**src/rtl/sram_1p_arbiter.sv**
```systemverilog
// Two-requester round-robin arbiter and sequencer for a single-port SRAM.
// Commands are granted combinationally, SRAM pins and responses are registered.
module sram_1p_arbiter #(
    parameter int unsigned WWORD = 32,
    parameter int unsigned WADDR = 5,
    parameter int unsigned DEPTH = 24
) (
    input  logic             clk,
    input  logic             rstn,
    input  logic             req0,
    input  logic             req1,
    input  logic             we0,
    input  logic             we1,
    input  logic [WADDR-1:0] addr0,
    input  logic [WADDR-1:0] addr1,
    input  logic [WWORD-1:0] wdata0,
    input  logic [WWORD-1:0] wdata1,
    output logic             gnt0,
    output logic             gnt1,
    output logic             rvalid0,
    output logic             rvalid1,
    output logic             err0,
    output logic             err1,
    output logic [WWORD-1:0] rdata,
    output logic             sram_cen,
    output logic             sram_wen,
    output logic [WADDR-1:0] sram_a,
    output logic [WWORD-1:0] sram_d,
    input  logic [WWORD-1:0] sram_q
);

    // Priority pointer and first read-return stage
    logic             last;
    logic             s1_valid;
    logic             s1_id;

    // Selected command
    logic             accept;
    logic             cmd_we;
    logic [WADDR-1:0] cmd_addr;
    logic [WWORD-1:0] cmd_wdata;
    logic             in_range;

    // Next-state values
    logic             last_n;
    logic             s1_valid_n;
    logic             s1_id_n;
    logic             rvalid0_n;
    logic             rvalid1_n;
    logic             err0_n;
    logic             err1_n;
    logic             cen_n;
    logic             wen_n;
    logic [WADDR-1:0] a_n;
    logic [WWORD-1:0] d_n;

    // Round-robin grant: the requester that was not granted last wins a tie
    always_comb begin
        gnt0 = 1'b0;
        gnt1 = 1'b0;
        if (rstn) begin
            if (req0 && (!req1 || last)) begin
                gnt0 = 1'b1;
            end else if (req1) begin
                gnt1 = 1'b1;
            end
        end
    end

    assign accept    = gnt0 | gnt1;
    assign cmd_we    = gnt1 ? we1    : we0;
    assign cmd_addr  = gnt1 ? addr1  : addr0;
    assign cmd_wdata = gnt1 ? wdata1 : wdata0;
    assign in_range  = (32'(cmd_addr) < DEPTH);
    assign rdata     = sram_q;

    // Next-state: SRAM pins, error strobes and read-return pipeline
    always_comb begin
        last_n     = last;
        s1_valid_n = 1'b0;
        s1_id_n    = s1_id;
        rvalid0_n  = s1_valid & ~s1_id;
        rvalid1_n  = s1_valid &  s1_id;
        err0_n     = 1'b0;
        err1_n     = 1'b0;
        cen_n      = 1'b1;
        wen_n      = 1'b1;
        a_n        = sram_a;
        d_n        = sram_d;
        if (accept) begin
            last_n = gnt1;
            if (in_range) begin
                a_n = cmd_addr;
                if (cmd_we) begin
                    wen_n = 1'b0;
                    d_n   = cmd_wdata;
                end else begin
                    cen_n      = 1'b0;
                    s1_valid_n = 1'b1;
                    s1_id_n    = gnt1;
                end
            end else begin
                // Rejected command never reaches the SRAM
                err0_n = gnt0;
                err1_n = gnt1;
            end
        end
    end

    always_ff @(posedge clk) begin
        if (!rstn) begin
            last     <= 1'b1;
            s1_valid <= 1'b0;
            s1_id    <= 1'b0;
            rvalid0  <= 1'b0;
            rvalid1  <= 1'b0;
            err0     <= 1'b0;
            err1     <= 1'b0;
            sram_cen <= 1'b1;
            sram_wen <= 1'b1;
            sram_a   <= '0;
            sram_d   <= '0;
        end else begin
            last     <= last_n;
            s1_valid <= s1_valid_n;
            s1_id    <= s1_id_n;
            rvalid0  <= rvalid0_n;
            rvalid1  <= rvalid1_n;
            err0     <= err0_n;
            err1     <= err1_n;
            sram_cen <= cen_n;
            sram_wen <= wen_n;
            sram_a   <= a_n;
            sram_d   <= d_n;
        end
    end

endmodule

```
**config.mk**
```make
export PLATFORM = sky130hd
export DESIGN_NAME = sram_1p_arbiter
export DESIGN_NICKNAME = d
export VERILOG_FILES = /design/src/rtl/sram_1p_arbiter.sv
export SDC_FILE = /design/constraint.sdc
export NUM_CORES = 1
export LEC_CHECK = 0
export ABC_CLOCK_PERIOD_IN_PS = 3500
export BUFFER_PORTS_ARGS = -buffer_cell sky130_fd_sc_hd__buf_2
export CAP_MARGIN = 25
export CORE_ASPECT_RATIO = 0.7
export CORE_MARGIN = 2
export CORE_UTILIZATION = 25
export DETAILED_ROUTE_END_ITERATION = 7
export HOLD_SLACK_MARGIN = 0.02
export PLACE_DENSITY = 0.52
export SYNTH_ARGS = -nofsm -noshare
export SYNTH_HDL_FRONTEND = slang
export SYNTH_SLANG_ARGS = --single-unit
```
**constraint.sdc**
```tcl
create_clock -name clk -period 3.5 [get_ports clk]
set_input_delay 0.7 -clock clk [delete_from_list [all_inputs] [get_ports clk]]
set_output_delay 0.7 -clock clk [all_outputs]
set_load 0.02 [all_outputs]
```
==> results.yml <==
outcome:
  status: "complete, no violations"
min_path:
  hold_path_class: "reg2reg"
  min-delay-start: "s1_valid"
floorplanning:
  rows: 30
  fp.dieW_um: 124.0
  io_pins: 189
  start_util: 0.2583
  core_area_um2: 9759
  die_h_um: 88.02
  dieArea_um2: 10920
worst_setup_path:
  worst_path_dominant_cell_family: "buffers and inverters"
  cp_max_fo: 36
  critPathLaunch: "req0"
  path_cells: "buf_2, a21boi_4, buf_4, and2_1, buf_2"
  cp_slowest_cell: "buf_4"
  cp.required_ns: 2.80
  cp_data_arrival_time_ns: 1.78
  setup.worst_path.start_class: "input port"
  critical_path_class: "in2out"
  worstReg2RegStart: "last"
  critPathCaptureType: "output port"
  cp.buffers_inverters: 3
  slowest_delay_ns: 0.35
  worst_path_most_repeated_cell: "buf_2"
final_layout:
  area_growth_pct: 22.68
  largest_reg_flops: 32
  finish.utilization: 0.3169
  drive_gt1_frac: 0.3872
  nNetsFinal: 470
  top_register: "sram_d"
  num_antenna_cells: 0
  top_regs: "sram_d: 32 flops, sram_a: 5 flops"
synthesis:
  yosys.area.top_type: "dfxtp_1"
  synth-simple-area-share: 0.1792
  synthAdderAreaFrac: 0
  ys_async_sr_fraction: 0
  synth_area_per_cell_um2: 9.135
  synth_area_um2: 2521
  synth_warnings: 0
  ys_seq_area_frac: 0.3653
  yosys-top-cells-count: "46 x dfxtp_1, 37 x nand2_1, 35 x buf_4, 35 x mux2i_1, 33 x nand2b_1"
  synth_edf_count: 0
  netlist_top_cells_area: "dfxtp_1 37%, mux2i_1 14%, buf_4 10%, o211ai_1 9.5%, nand2b_1 8.2%"
  synth_compound_gate_area_share: 0.1514
  yosysMostFrequentCell: "dfxtp_1"
  synth_mux_area_frac: 0.1390
  syn_inst: 276
  synth-xor-area-share: 0
  synth_top_family_by_area: "simple AND/OR/NAND/NOR gates"
  ys_seq_elements: 46
  synth_ff_type: "dfxtp_1"
  yosysTopAreaCellShare: 0.3653
  synth_cell_type_count: 26
  syn-num-nets: 388
timing:
  tightestPinTransition_ns: 0.7043
  fmax_mhz: 403.1
  rsz0062_at_grt: "no"
  hold_viol_final: 0
  layout_min_cycle_time_ns: 2.481
  finClkSkew_ns: 0.007401
  setup_tns_ns: 0
  min_period_over_period: 0.7087
  maxSlewViolCount: 0
  setup_viol: 0
  timing.slew.headroom: 0.5305
flow_run:
  max-cap-violations: 0
clocking:
  cts.htree.levels: 2
  ctsRootBufferMaster: "clkbuf_16"
  cts_resized: 0
  postCtsHoldBufs: 0
  clock-sinks: 46
  cts_setup_buffers: 0
  cts_buffer_depth: 2
  cts_tree: "done"
  clkLatencyLatePin_ns: 0.29
  clkSlewWorstSetupHoldPaths_ns: 0.06
  cts_made_buffers: 5
drt:
  ant_nets: 0
  via_count: 2145
  first_iter_violations: 57
  drc: 0
  firstDrtPassIters: 4
  routed_wl_mm: 5.876
  vias_per_cell: 4.405
  wl_per_cell_um: 12.07
grt:
  grt_pass1_vias: 1979
  grt_max_degree: 40
  grt_pass1_wl_mm: 9.039
  antenna_found_initial: 0
  track_usage: 0.1049
  overflow: 0
pwr:
  vdd_drop_max_mv: 0.1534
  p_leak_nw: 1.559
  clockPowerShare: 0.362
  p_switching_mw: 0.3593
  p_comb_frac: 0.202
  internal-power_mw: 0.9581
  swShare: 0.2727
  p_per_area_nw_per_um2: 425.9
  p_seq_frac: 0.436
place:
  io_buffers: 124
  dp_hpwl_mm: 4.385
  gp_congestion: 0.7576
[kinds of logic (layout without fill, tap and decap cells)]
group | after synthesis | after routing
flip-flops | 46 | 46
AND/OR/NAND/NOR | 88 | 88
AO/OA/AOI/OAI | 50 | 50
buffers and inverters | 57 | 140
multiplexers | 35 | 35
[worst reg2reg max path: stages, from the launching register on]
cell and delay, ns:
dfxtp_1 0.35, nand2b_1 0.21, a32o_1 0.39, o22ai_4 0.58, buf_4 0.43, mux2i_1 0.24
[final cells by class]
class / instances / area [um2]
repair buffers: 129 / 658.1
fillers: 1032 / 6666
inverters: 3 / 11.26
clock inverters: 1 / 5.005
clock buffers: 7 / 142.6
multi-input cells: 173 / 1195
flip-flops and latches: 46 / 920.9
well taps: 128 / 160.2
[per-stage QoR]
step / instances / cell area (um2) / power, mW / hold WS (ns) / setup WS (ns)
6_report: 487 / 3093 / 1.317 / 0.4287 / 1.019
2_1_floorplan: 276 / 2521 / 0.8204 / 0.4148 / 1.204
5_1_grt: 487 / 3093 / 1.391 / 0.4519 / 0.9378
3_5_place_dp: 479 / 2945 / 0.8564 / 0.4320 / 0.7938
4_1_cts: 487 / 3093 / 1.345 / 0.4329 / 0.9991
3_3_place_gp: 479 / 2945 / 0.8522 / 0.4245 / 0.8586
[cells in the final DEF (no fill, tap or decap), types with 4 or more instances in the layout]
master       n
and3_1       5
buf_2      124
buf_4        5
clkbuf_16    5
dfxtp_1     46
mux2i_1     35
nand2_1     37
nand2b_1    33
nor2_1       4
nor2b_1      4
o211ai_1    32
o21ai_0      5
[metal layers]
metal | wire length [um] | global-route usage
met1 | 2761 | 0.1345
met2 | 2422 | 0.1613
met3 | 628 | 0.04427
met4 | 64 | 0.03166
met5 | 0 | 0
[power by group through the flow]
stage | Clock, mW | Sequential, mW | Combinational (mW)
after CTS | 0.500 | 0.575 | 0.271
after global routing | 0.520 | 0.579 | 0.292
after global placement | 0 | 0.587 | 0.266
after floorplan | 0 | 0.625 | 0.195
after detailed placement | 0 | 0.586 | 0.270
final | 0.477 | 0.574 | 0.266
[worst paths after layout]
check,endpoint,slack [ns],depth (start not counted)
setup / recovery,gnt1,1.02,5
setup reg to reg,sram_d[20],1.23,5
hold / removal,rvalid0,0.43,2
hold reg to reg,rvalid0,0.43,2
Power figures use the tool's default switching activity.
